`config.mk`:
```
export PLATFORM = sky130hd
export DESIGN_NAME = atten_serial_rx
export DESIGN_NICKNAME = d
export VERILOG_FILES = /design/src/rtl/atten_serial_rx.sv
export SDC_FILE = /design/constraint.sdc
export NUM_CORES = 1
export LEC_CHECK = 0
export ABC_AREA = 1
export ABC_CLOCK_PERIOD_IN_PS = 1600
export BUFFER_PORTS_ARGS = -buffer_cell sky130_fd_sc_hd__buf_2
export CORE_MARGIN = 5
export CORE_UTILIZATION = 45
export DETAILED_ROUTE_END_ITERATION = 7
export PLACE_DENSITY = 0.66
export SETUP_SLACK_MARGIN = 0.3
export SKIP_LAST_GASP = 1
export SYNTH_ARGS = -nofsm -noshare
export SYNTH_HDL_FRONTEND = slang
export SYNTH_HIERARCHICAL = 1
export SYNTH_SLANG_ARGS = --single-unit
```
`constraint.sdc`:
```
create_clock -name i_clk -period 1.6 [get_ports i_clk]
set_input_delay 0.24 -clock i_clk [delete_from_list [all_inputs] [get_ports i_clk]]
set_output_delay 0.24 -clock i_clk [all_outputs]
set_load 0.05 [all_outputs]
```
`src/rtl/atten_serial_rx.sv`:
```
// Receive end of the attenuator 3-wire serial link: samples an LSB-first word, latches on LE rise.
// Optional readback shift-out (o_sdo) when ATTEN_RX_READBACK_EN is defined.

module atten_serial_rx_sync (
  input  logic clk,
  input  logic rst,
  input  logic d,
  output logic lvl,
  output logic rise
);
  logic [2:0] ff;

  always_ff @(posedge clk or posedge rst) begin
    if (rst) ff <= '0;
    else     ff <= {ff[1:0], d};
  end

  assign lvl  = ff[1];
  assign rise = ff[1] & ~ff[2];
endmodule

module atten_serial_rx #(
  parameter int DATA_WIDTH     = 8,
  parameter int TIMEOUT_CYCLES = 1024,
  parameter int CNT_WIDTH      = 16
) (
  input  logic                  i_clk,
  input  logic                  i_reset,
  input  logic                  i_ser_clk,
  input  logic                  i_ser_data,
  input  logic                  i_le,
  output logic [DATA_WIDTH-1:0] o_data,
  output logic                  o_valid,
  output logic                  o_frame_err,
  output logic                  o_busy,
  output logic [CNT_WIDTH-1:0]  o_good_count
`ifdef ATTEN_RX_READBACK_EN
  ,
  output logic                  o_sdo
`endif
);
  localparam int NUM_IN = 3;
  localparam int BCW    = $clog2(DATA_WIDTH + 2);
  localparam int TW     = $clog2(TIMEOUT_CYCLES + 1);

  typedef enum logic [1:0] {IDLE, SHIFT, FULL, OVER} state_t;

  state_t                state;
  logic [BCW-1:0]        bit_cnt;
  logic [TW-1:0]         idle_cnt;
  logic [DATA_WIDTH-1:0] shreg;

  logic [NUM_IN-1:0] raw, lvl, rise;
  logic              clk_acc, le_rise, ser_bit;
  logic [1:0]        unused_sync;

  // lane 0: serial clock, lane 1: serial data, lane 2: latch enable
  assign raw = {i_le, i_ser_data, i_ser_clk};

  for (genvar g = 0; g < NUM_IN; g++) begin : g_sync
    atten_serial_rx_sync u_sync (
      .clk  (i_clk),
      .rst  (i_reset),
      .d    (raw[g]),
      .lvl  (lvl[g]),
      .rise (rise[g])
    );
  end

  assign unused_sync = {lvl[0], rise[1]};
  assign ser_bit     = lvl[1];
  assign le_rise     = rise[2];
  // LE high (including its rising cycle) masks serial-clock edges
  assign clk_acc     = rise[0] & ~lvl[2];
  assign o_busy      = (state != IDLE);

  always_ff @(posedge i_clk or posedge i_reset) begin
    if (i_reset) begin
      state        <= IDLE;
      bit_cnt      <= '0;
      idle_cnt     <= '0;
      shreg        <= '0;
      o_data       <= '0;
      o_valid      <= 1'b0;
      o_frame_err  <= 1'b0;
      o_good_count <= '0;
    end else begin
      o_valid     <= 1'b0;
      o_frame_err <= 1'b0;
      if (le_rise) begin
        if (state == FULL) begin
          o_data       <= shreg;
          o_valid      <= 1'b1;
          o_good_count <= o_good_count + CNT_WIDTH'(1);
        end else begin
          o_frame_err  <= 1'b1;
        end
        state    <= IDLE;
        bit_cnt  <= '0;
        idle_cnt <= '0;
      end else if (clk_acc) begin
        idle_cnt <= '0;
        case (state)
          IDLE: begin
            shreg   <= {ser_bit, shreg[DATA_WIDTH-1:1]};
            bit_cnt <= BCW'(1);
            state   <= SHIFT;
          end
          SHIFT: begin
            shreg   <= {ser_bit, shreg[DATA_WIDTH-1:1]};
            bit_cnt <= bit_cnt + BCW'(1);
            if (bit_cnt == BCW'(DATA_WIDTH - 1)) state <= FULL;
          end
          FULL: begin
            bit_cnt <= BCW'(DATA_WIDTH + 1);
            state   <= OVER;
          end
          default: ;
        endcase
      end else if (state != IDLE) begin
        if (idle_cnt == TW'(TIMEOUT_CYCLES - 1)) begin
          o_frame_err <= 1'b1;
          state       <= IDLE;
          bit_cnt     <= '0;
          idle_cnt    <= '0;
        end else begin
          idle_cnt <= idle_cnt + TW'(1);
        end
      end
    end
  end

`ifdef ATTEN_RX_READBACK_EN
  logic [DATA_WIDTH-1:0] rb;

  always_ff @(posedge i_clk or posedge i_reset) begin
    if (i_reset) begin
      rb    <= '0;
      o_sdo <= 1'b0;
    end else begin
      if (le_rise && state == FULL) rb <= shreg;
      else if (clk_acc)             rb <= rb >> 1;
      o_sdo <= rb[0];
    end
  end
`endif
endmodule

```
# After elaboration in Yosys (flattened, before gate mapping)
# Index checks and enable logic that the tools add are counted.
word_totals:
  regBits: 59
  latch_bits: 0
  ramBits: 0
  mem_bits_ro: 0
  inputBits: 5
  output_inout_bits: 27
  elab_cells: 58
  mem_count: 0
classes:
  addsub: 3
  mul: 0
  n_div: 0
  order_cmp: 0
  eq_ne: 6
  shift: 0
  n_mux: 22
  n_bitwise: 7
  reduce_logical: 9
op_table:
  columns: ["operator", "n"]
  rows:
  - ["11-bit two-way mux", 4]
  - ["16-bit by 1-bit adder with 16-bit output (second input constant)", 1]
  - ["4-bit two-way mux", 4]
  - ["4-bit case mux with 3 select lines", 1]
  - ["11-bit by 1-bit adder with 11-bit output (second input constant)", 1]
  - ["11-bit by 10-bit == test with 1-bit output (second input constant)", 1]
  - ["2-bit two-way mux", 5]
  - ["1-bit two-way mux", 7]
  - ["2-bit case mux with 3 select lines", 1]
  - ["3-bit AND reduction", 2]
  - ["3-bit nonzero test", 2]
  - ["5-bit by 1-bit inequality test with 1-bit output (second input constant)", 1]
  - ["4-bit by 1-bit adder with 4-bit output (second input constant)", 1]
  - ["4-bit by 3-bit == test with 1-bit output (second input constant)", 1]
  - ["4-bit by 3-bit inequality test with 1-bit output (second input constant)", 1]
  - ["1-bit NOT", 4]
  - ["4-bit AND reduction", 1]
  - ["1-bit bitwise AND", 3]
  - ["2-bit by 1-bit == test with 1-bit output (second input constant)", 1]
  - ["2-bit == test (second input constant)", 1]
  - ["2-bit zero test", 1]
  - ["2-bit AND reduction", 1]
  - ["2-bit nonzero test", 1]
  - ["2-bit OR reduction", 1]

# Depth between registers and ports, before layout
# Gate-level depths: netlist of run 1.
logic_depth:
  word_depth: 5
  ltp_mapped: 9
  mapped_depth_nobuf: 9

# Hierarchy
# The synthesis of run 1 kept the hierarchy.
by_module_without_submodules:
  columns: ["mod", "instances", "cells_per_inst", "area_each_um2", "seq_area_each_um2"]
  rows:
  - ["atten_serial_rx", 1, 293, 2508.7, 1276.2]
  - ["atten_serial_rx_sync", 3, 6, 88.8, 75.1]

# Least setup slack after synthesis of run 1
# OpenSTA, ideal clock, no wires.
synth_timing:
  path_kind: "reg2reg"
  start: "reg o_good_count[0]"
  end: "reg o_good_count[14]"
  setup_ns: 0.119
  arrival_ns: 1.481
  required_time_ns: 1.481
  setup_slack_ns: 0.000
  path_stages_with_launch: 9
  path_buffers: 0
  synth_period_minus_slack_ns: 1.600
  path_cell_list: "dfrtp_1 -> ha_1 -> inv_1 -> nor2_4 -> nand4_4 -> nor2_4 -> nand2_1 -> nand2_1 -> nand2_1"
synth_via:
  elab_chain_len: 1
synth_rtl:
  columns: ["item", "line", "source"]
  rows:
  - ["from (decl)", "36", "output logic [CNT_WIDTH-1:0] o_good_count"]
  - ["from (signal assigned)", "94", "o_good_count <= o_good_count + CNT_WIDTH'(1);"]
  - ["16-bit by 1-bit adder with 16-bit output", "94", null]
# No other way between the ends.
# A chain may end at the register's enable or synchronous reset.

# Final worst setup path of run 1
layout_timing:
  start: "reg state[0]"
  end: "out o_busy"
layout_via:
  elab_chain_len: 1
layout_rtl:
  columns: ["item", "line", "source"]
  rows:
  - ["from (decl)", "48", "state_t state;"]
  - ["from (signal assigned)", "79", "state <= IDLE;"]
  - ["from (signal assigned)", "98", "state <= IDLE;"]
  - ["from (signal assigned)", "107", "state <= SHIFT;"]
  - ["2-bit nonzero test", "75", "assign o_busy = (state != IDLE);"]
  - ["to (decl)", "35", "output logic o_busy,"]
# No other way between the ends.

==> impl_results.md, run 1 <==
- Core area: 0.005921 mm^2
- Area Overhead vs Synth: 51.42%
- Tcrit/Tclk final: 99.74%
- CTS tree: built
- Slowest CP cell: dfrtp_1
- Max Clock Skew: 0.01163 ns
- VDD IR max: 864.8 uV
- Row Count: 28
- Final wirelength: 6703 um
- Pre-Repair DR Iteration Count: 4
- Routed Antenna Nets: 0
- Post-route setup TNS: 0 ns
- Max Root-Sink Buffers: 2
- H-tree depth: 3
- # diodes: 0
- Grt total ovfl: 0
- Chip Width: 88.04 um
- DP Worst Slack: -0.07737 ns
- Leading cell type in the layout, fill and taps excluded: nand2_1
- First-pass GRT wire length: 9922 um
- Status: finished clean
- CTS root buf: clkbuf_8
- Number of global-route vias before repair: 2241
- Total GRT Usage: between 10% and 20%
- # nets final: 413
- WS Path Type: flip-flop to output port
- Worst slew margin: 73.51%
- Synth warn: 6
- Commonest cells after routing, fill and taps aside: 60 x nand2_1, 44 x dfrtp_1, 37 x inv_1, 28 x buf_4, 23 x buf_2
- Pin count of the biggest net entering global routing: 38
- CP peak stage delay: 0.40 ns
- CP Capture Type: output port
- Crit start category: flip-flop
- CTS buffer count: 9
- Die Span Y: 88.04 um
- Pins Over Slew Limit: 0
- RSZ-0062 raised after global routing: yes
- Multi-input combinational cell area: 0.001423 mm^2
- # DRC: 0
- GPL Wtd Cong: 0.7786
- Initial Util: 46.28%
- # fillers: slightly above 400
- Worst setup margin: 0.004095 ns
- Initial antenna violation count: 0
- Fmax: 626.6 MHz
- Final Hold Fails: 0
- Worst min path class: primary input to flip-flop
- DP Wirelength: 3704 um
- Die Area: 0.007750 mm^2
- WP data required: 1.36 ns
- Syn Inst Count: 308
- Clock sinks: 59
- Netlist Area Pre-Place: roughly 0.0027 mm^2
- Cell breakdown of the critical path: inv_2 -> ha_4 -> buf_6 -> clkinvlp_4 -> buf_8
- Worst-Skew Late Latency: 0.34 ns
- IO Port Bufs: 31
- Post-Syn Nets: 320
- IO Count: 32
- Worst endpoint data arrival time: 1.36 ns
- Via density: 4.821
- Initial DRC Count: between 80 and 90
- Lkg Pwr: 2.065 nW
- Syn Area/Cell: around 8.9 um^2
- Sequential cell area: 0.001495 mm^2
- Bufs and invs on worst path: 4
- Top delay family on crit path: buffers and inverters
- Number of max-cap violations: 0
- Slew @ Worst Pin: slightly below 0.4 ns
- Endpoints failing setup: 0
- Pwr per Cell Area: between 900 and 1000 mW/mm^2
- Clk slew on worst S/H paths: 0.06 ns
- Wire length per cell: 13.94 um
- CP Max Fanout: 3
- Share of post-route cells with drive strength above 1: 45.81%
- Fin crit period: 1.596 ns
- Via count: 2319
## cell type report
type / count / area share (%)
Sequential cell: 59 / 36.04
Multi-Input combinational cell: 198 / 34.29
Timing Repair Buffer: 84 / 17.46
Inverter: 49 / 4.735
Clock buffer: 9 / 2.986
Tap cell: 75 / 2.262
Clock inverter: 7 / 2.232
## report_power, final
group / total [W] / internal [W] / switching (W)
sequential: 0.00166 / 0.00159 / 0.0000724
combinational: 0.000642 / 0.000269 / 0.000373
clock: 0.00148 / 0.000870 / 0.000612
total: 0.00379 / 0.00273 / 0.00106
## routing by layer
metal	up-vias	routed length, um	GRT usage, %
li1	1160	-	-
met3	13	203	5.080
met2	35	3580	28.29
met5	-	0	0
met4	0	138	8.242
met1	1111	2781	19.77
## sequential cells by signal, summed over array words and instances (netlist names)
signal            count
o_data                8
bit_cnt               4
g_sync.u_sync/ff      8
o_good_count         16
o_valid               1
shreg                 8
idle_cnt             11
o_frame_err           1
state                 2
## repair_timing
action	4_1_cts	5_1_grt
buffers inserted	29	14
pin swaps	25	17
hold buffers	1	1
gates cloned	1	3
endpoints found under the hold margin	22	1
gates resized for setup	33	73
setup endpoints to repair	46	57
## per-stage QoR
stage	total power (W)	hold WS (ns)	instance area (um^2)	instances	util, %
final	0.003786	0.01458	4149	481	70.08
after global routing	0.003964	0.001199	4149	481	70.08
after CTS	0.003664	0.0009614	3739	463	63.14
after detailed placement	0.002077	0.1372	3157	416	53.32
after global placement	0.002069	0.1360	3157	416	53.32
after floorplan	0.001974	-0.01882	2872	308	-
## worst register-to-register path, delay by kind of cell, from the launching register on
kind | cells | cell delay [ns]
simple gates | 5 | 0.53
buf+inv | 4 | 0.43
fa+ha+maj | 1 | 0.17
flops | 1 | 0.37
## final timing paths
path	startpoint	end	slack, ns	depth (start not counted)
worst max-delay path	state[0]$_DFFE_PP0P_	o_busy	0.004	5
max in group asynchronous	i_reset	o_good_count[7]$_DFFE_PP0P_	0.61	4
worst min register to register	g_sync[2].u_sync/ff[0]$_DFF_PP0_	g_sync[2].u_sync/ff[1]$_DFF_PP0_	0.35	0
worst min-delay path	i_ser_data	g_sync[1].u_sync/ff[0]$_DFF_PP0_	0.01	1
worst max register to register	state[0]$_DFFE_PP0P_	idle_cnt[7]$_DFFE_PP0P_	0.01	10
min in group asynchronous	i_reset	g_sync[1].u_sync/ff[0]$_DFF_PP0_	0.34	3
(Power assumes the default switching activity.)
==> run 2: changes to the inputs <==
--- a/config.mk
+++ b/config.mk
@@ -10,6 +10,7 @@
 export BUFFER_PORTS_ARGS = -buffer_cell sky130_fd_sc_hd__buf_2
 export CORE_MARGIN = 5
 export CORE_UTILIZATION = 45
+export CTS_CLUSTER_DIAMETER = 120
 export DETAILED_ROUTE_END_ITERATION = 7
 export PLACE_DENSITY = 0.66
 export SETUP_SLACK_MARGIN = 0.3
==> constraint.sdc (replaced) <==
create_clock -name i_clk -period 1.6 [get_ports i_clk]
set_input_delay 0 -clock i_clk [delete_from_list [all_inputs] [get_ports i_clk]]
set_output_delay 0 -clock i_clk [all_outputs]
set_load 0.05 [all_outputs]
==> impl_results.md, run 2 (synthesized netlist as in run 1, its figures left out) <==
- Status: finished clean (unchanged)
- Total GRT Usage: 16.88% (was 16.89%)
- Area Overhead vs Synth: 44.84% (was 51.42%)
- CP Capture Type: flip-flop (was output port)
- Biggest register: o_good_count (unchanged)
- Share of post-route cells with drive strength above 1: 43.78% (was 45.81%)
- Reg-to-reg slack, setup: 0.10 ns (was 0.01 ns)
- # nets final: 393 (was 413)
- Reg2reg start: state[0]$_DFFE_PP0P_ (unchanged)
- Via density: 4.972 (was 4.821)
- DP Wirelength: 3781 um (was 3704 um)
- IO Port Bufs: 31 (unchanged)
- GPL Wtd Cong: 0.7639 (was 0.7786)
- Die Area: 0.007750 mm^2 (unchanged)
- Number of global-route vias before repair: 2190 (was 2241)
- Leading cell type in the layout, fill and taps excluded: nand2_1 (unchanged)
- Grt total ovfl: 0 (unchanged)
- CTS root buf: clkbuf_8 (unchanged)
- Worst min path class: primary input to async pin (was primary input to flip-flop)
- Pin count of the biggest net entering global routing: 31 (was 38)
- Row Count: 28 (unchanged)
- Pre-Repair DR Iteration Count: 4 (unchanged)
- Worst endpoint data arrival time: 1.73 ns (was 1.36 ns)
- Commonest cells after routing, fill and taps aside: 60 x nand2_1, 43 x dfrtp_1, 37 x inv_1, 30 x buf_2, 18 x nor2_1 (was 60 x nand2_1, 44 x dfrtp_1, 37 x inv_1, 28 x buf_4, 23 x buf_2)
- Wire length per cell: 13.76 um (was 13.94 um)
- Post-route setup TNS: 0 ns (unchanged)
- Die Span Y: 88.04 um (unchanged)
- Endpoints failing setup: 0 (unchanged)
- CP Max Fanout: 4 (was 3)
- Initial antenna violation count: 0 (unchanged)
- CTS buffer count: 9 (unchanged)
- RSZ-0062 raised after global routing: yes (unchanged)
- Max reg flops: 16 (unchanged)
- Max Clock Skew: 0.009666 ns (was 0.01163 ns)
- # diodes: 0 (unchanged)
- Fmax: 668.6 MHz (was 626.6 MHz)
- Final wirelength: 6343 um (was 6703 um)
- WP data required: 1.83 ns (was 1.36 ns)
- Pins Over Slew Limit: 0 (unchanged)
- Chip Width: 88.04 um (unchanged)
- Worst-Skew Late Latency: 0.34 ns (about the same)
- Tcrit/Tclk final: 93.48% (was 99.74%)
- Final Hold Fails: 0 (unchanged)
- Max Root-Sink Buffers: 2 (unchanged)
- First-pass GRT wire length: 10020 um (was 9922 um)
- Top Registers: o_good_count (16), idle_cnt (11) (unchanged)
- H-tree depth: 3 (unchanged)
- Via count: 2292 (was 2319)
- Core area: 0.005921 mm^2 (unchanged)
- Slew @ Worst Pin: 0.4911 ns (was 0.3959 ns)
- Reg-to-reg endpoint: o_good_count[14]$_DFFE_PP0P_ (was idle_cnt[7]$_DFFE_PP0P_)
- Lkg Pwr: 1.989 nW (was 2.065 nW)
- Routed Antenna Nets: 0 (unchanged)
- # DRC: 0 (unchanged)
- Crit start category: flip-flop (unchanged)
- Clock sinks: 59 (unchanged)
- Worst slew margin: 67.21% (was 73.51%)
- CTS tree: built (unchanged)
- Number of max-cap violations: 0 (unchanged)
- Clk slew on worst S/H paths: 0.07 ns (was 0.06 ns)
- Pwr per Cell Area: 983.9 mW/mm^2 (was 912.6 mW/mm^2)
- Fin crit period: 1.496 ns (was 1.596 ns)
- WS Path Type: flip-flop to flip-flop (was flip-flop to output port)
- VDD IR max: 722.7 uV (was 864.8 uV)
- Worst reg2reg path depth: 9 (was 10)
- Tot Pwr: 0.003905 W (was 0.003786 W)
- IO Count: 32 (unchanged)
- Initial DRC Count: 101 (was 89)
- Initial Util: 46.28% (unchanged)
==> run 2: worst max-delay path by stage <==
stage                                           startpoint                            to  slack, ns
after floorplan                       state[1]$_DFFE_PP0P_       idle_cnt[6]$_DFFE_PP0P_       0.19
final                                 state[0]$_DFFE_PP0P_  o_good_count[14]$_DFFE_PP0P_       0.10
after detailed placement              state[0]$_DFFE_PP0P_  o_good_count[14]$_DFFE_PP0P_       0.10
after global routing      g_sync[2].u_sync/ff[1]$_DFF_PP0_  o_good_count[14]$_DFFE_PP0P_       0.02
after CTS                             state[0]$_DFFE_PP0P_  o_good_count[11]$_DFFE_PP0P_       0.12
after global placement                state[0]$_DFFE_PP0P_  o_good_count[14]$_DFFE_PP0P_       0.14
==> run 2: timing repair <==
action,in CTS,in global routing
gates cloned,1,0
gates resized for setup,29,62
pin swaps,17,34
hold endpoints to repair,32,0
buffers inserted,17,8
setup endpoints to repair,36,44
hold buffers,4,0
==> run 2: through the flow <==
stage	setup WS, ns	std cells	utilization [%]	hold WS [ns]	instance area, um^2
floorplan	0.1926	308	-	-0.2588	2861
global placement	0.1411	415	52.98	-0.1105	3137
detailed placement	0.1016	415	52.98	-0.1125	3137
CTS	0.1175	453	61.81	0.09104	3660
global route	0.01818	461	67.03	0.1032	3969
finish	0.1043	461	67.03	0.1011	3969
==> run 2: layout make-up <==
class	instances	area, um^2
fill	445	1952
sequential	59	1496
inverter	49	197.7
multi-input combinational	197	1441
clock inverter	4	97.59
tap	75	93.84
timing repair buffer	65	496.7
clock buffer	12	145.1
==> run 2: report_power, final <==
group | switching [W] | total (W) | internal [W]
Clock | 0.000564 | 0.00164 | 0.00108
Combinational | 0.000355 | 0.000591 | 0.000236
Sequential | 0.0000800 | 0.00167 | 0.00159
==> run 2: routing by layer <==
metal,GRT usage (%),up-vias,part of all wire (%)
met1,20.83,1100,41
met4,6.044,0,2.4
met5,0,-,0
met3,5.644,16,4.1
met2,27.74,56,53
li1,-,1120,-
==> run 2: worst max-delay path, cell delays in order (launching register included) <==
cell and delay, ns:
dfrtp_1 0.39, inv_2 0.10, ha_4 0.16, nand2_4 0.07, nor2_4 0.19, nand4_4 0.16
nor2_4 0.14, nand2_1 0.07, nand2_1 0.06, nand2_1 0.05
==> run 3: changes to the inputs <==
--- a/config.mk
+++ b/config.mk
@@ -12,7 +12,7 @@
 export CORE_UTILIZATION = 45
 export CTS_CLUSTER_DIAMETER = 120
 export DETAILED_ROUTE_END_ITERATION = 7
-export PLACE_DENSITY = 0.66
+export PLACE_DENSITY = 0.68
 export SETUP_SLACK_MARGIN = 0.3
 export SKIP_LAST_GASP = 1
 export SYNTH_ARGS = -nofsm -noshare
==> impl_results.md, run 3 (synthesized netlist as in run 1, its figures left out) <==
- Status: finished clean (unchanged)
- CTS tree: built (unchanged)
- Leading cell type in the layout, fill and taps excluded: nand2_1 (unchanged)
- Pwr per Cell Area: 993.9 mW/mm^2 (was 983.9 mW/mm^2)
- # DRC: 0 (unchanged)
- WS Path Type: flip-flop to flip-flop (unchanged)
- Worst min path class: primary input to async pin (unchanged)
- # fillers: 485 (was 445)
- Area Overhead vs Synth: 31.46% (was 44.84%)
- Routed Antenna Nets: 0 (unchanged)
- Reg-to-reg endpoint: o_good_count[10]$_DFFE_PP0P_ (was o_good_count[14]$_DFFE_PP0P_)
- Final wirelength: 5357 um (was 6343 um)
- DP Wirelength: 3614 um (was 3781 um)
- Pins Over Slew Limit: 0 (unchanged)
- Via count: 2147 (was 2292)
- Via density: 4.729 (was 4.972)
- Reg-to-reg slack, setup: 0.18 ns (was 0.10 ns)
- Initial Util: 46.28% (unchanged)
- Endpoints failing setup: 0 (unchanged)
- First-pass GRT wire length: 9356 um (was 10020 um)
- # diodes: 0 (unchanged)
- Number of max-cap violations: 0 (unchanged)
- H-tree depth: 3 (unchanged)
- Initial antenna violation count: 0 (unchanged)
- Top Registers: o_good_count (16), idle_cnt (11) (unchanged)
- Worst slew margin: 76.04% (was 67.21%)
- Pin count of the biggest net entering global routing: 30 (was 31)
- Core area: 0.005921 mm^2 (unchanged)
- Worst-Skew Late Latency: 0.34 ns (about the same)
- WHS: 0.1038 ns (was 0.1011 ns)
- Lkg Pwr: 1.845 nW (was 1.989 nW)
- Tcrit/Tclk final: 88.47% (was 93.48%)
- IO Port Bufs: 31 (unchanged)
- GPL Wtd Cong: 0.8035 (was 0.7639)
- RSZ-0062 raised after global routing: yes (unchanged)
- WP data required: 1.83 ns (about the same)
- Share of post-route cells with drive strength above 1: 34.56% (was 43.78%)
- Die Area: 0.007750 mm^2 (unchanged)
- IO Count: 32 (unchanged)
- Clk slew on worst S/H paths: 0.08 ns (was 0.07 ns)
- CTS root buf: clkbuf_8 (unchanged)
- Post-route setup TNS: 0 ns (unchanged)
- Max Root-Sink Buffers: 2 (unchanged)
- Max Clock Skew: 0.01365 ns (was 0.009666 ns)
- Commonest cells after routing, fill and taps aside: 72 x nand2_1, 44 x dfrtp_1, 40 x inv_1, 30 x buf_2, 20 x nor2_1 (was 60 x nand2_1, 43 x dfrtp_1, 37 x inv_1, 30 x buf_2, 18 x nor2_1)
- Row Count: 28 (unchanged)
- Grt total ovfl: 0 (unchanged)
- Pre-Repair DR Iteration Count: 4 (unchanged)
- Max reg flops: 16 (unchanged)
- Biggest register: o_good_count (unchanged)
- # nets final: 386 (was 393)
- Fmax: 706.5 MHz (was 668.6 MHz)
- Final Hold Fails: 0 (unchanged)
- Number of global-route vias before repair: 2194 (was 2190)
- Fin crit period: 1.416 ns (was 1.496 ns)
- CP Max Fanout: 4 (unchanged)
- Clock sinks: 59 (unchanged)
- Total GRT Usage: 15.57% (was 16.88%)
- CTS buffer count: 9 (unchanged)
- Worst reg2reg path depth: 7 (was 9)
- Wire length per cell: 11.80 um (was 13.76 um)
- CP Capture Type: flip-flop (unchanged)
- Initial DRC Count: 98 (was 101)
- Worst endpoint data arrival time: 1.65 ns (was 1.73 ns)
- Reg2reg start: state[0]$_DFFE_PP0P_ (unchanged)
- Slew @ Worst Pin: 0.3594 ns (was 0.4911 ns)
- Chip Width: 88.04 um (unchanged)
- VDD IR max: 642.3 uV (was 722.7 uV)
- Crit start category: flip-flop (unchanged)
- Die Span Y: 88.04 um (unchanged)
run 3: changes by cell type in the layout (fill, tap and decap cells not counted), sizes merged:
cell and delta:
buf -7, bufinv -1, clkinv +2, clkbuf -1
run 3: timing repair:
| action | CTS | global route |
|---|---|---|
| setup buffers | 15 | 3 |
| endpoints found under the setup margin | 36 | 49 |
| endpoints found under the hold margin | 62 | 0 |
| gates resized for setup | 18 | 9 |
| hold buffers | 4 | 0 |
| pin swaps | 10 | 9 |
run 3: power breakdown:
group	internal [W]	switching (W)
Sequential	0.00159	0.0000637
Combinational	0.000176	0.000291
Clock	0.000873	0.000586
Total	0.00264	0.000941
run 3: worst max-delay path by stage:
stage               depth (start not counted)  slack [ns]                      endpoint                             start
global placement                            9        0.13  o_good_count[14]$_DFFE_PP0P_              state[0]$_DFFE_PP0P_
finish                                      7        0.18  o_good_count[10]$_DFFE_PP0P_              state[0]$_DFFE_PP0P_
detailed placement                          9         0.1  o_good_count[14]$_DFFE_PP0P_              state[0]$_DFFE_PP0P_
global route                                9        0.07        bit_cnt[2]$_DFFE_PP0P_  g_sync[2].u_sync/ff[1]$_DFF_PP0_
CTS                                         7        0.17   o_good_count[7]$_DFFE_PP0P_              state[0]$_DFFE_PP0P_
floorplan                                   6        0.19       idle_cnt[6]$_DFFE_PP0P_              state[1]$_DFFE_PP0P_
run 3: layer usage:
layer	global-route usage, %	routed length (um)	share of wire, %	up-vias
li1	-	-	-	1091
met1	18.94	2447	46	1013
met2	25.82	2656	50	37
met3	4.610	203	3.8	6
met4	6.593	50	0.93	0
met5	0	0	0	-
run 3: layout make-up:
type                            instances  area, um^2  area share, %
Clock inverter                          5       77.57          2.154
Clock buffer                           11       131.4          3.647
Tap cell                               75       93.84          2.605
Sequential cell                        59        1495          41.51
Multi-Input combinational cell        197        1227          34.07
Inverter                               49       187.7          5.210
Timing Repair Buffer                   58       389.1          10.80
run 3: worst max-delay path, cell delays in order (launching register included):
cell	delay, ns
dfrtp_1	0.39
inv_2	0.11
ha_4	0.18
nand2_4	0.09
nor2_4	0.15
nand4_4	0.12
buf_4	0.16
xnor2_1	0.11
run 3: stage by stage:
| stage | cells | util (%) | setup WS [ns] | power [W] | area, um^2 |
|---|---|---|---|---|---|
| 2_1_floorplan | 308 | - | 0.1926 | 0.001966 | 2861 |
| 3_3_place_gp | 416 | 52.90 | 0.1268 | 0.002058 | 3132 |
| 3_5_place_dp | 416 | 52.90 | 0.09910 | 0.002068 | 3132 |
| 4_1_cts | 451 | 60.06 | 0.1664 | 0.003608 | 3556 |
| 5_1_grt | 454 | 60.84 | 0.06612 | 0.003758 | 3602 |
| 6_report | 454 | 60.84 | 0.1845 | 0.003580 | 3602 |
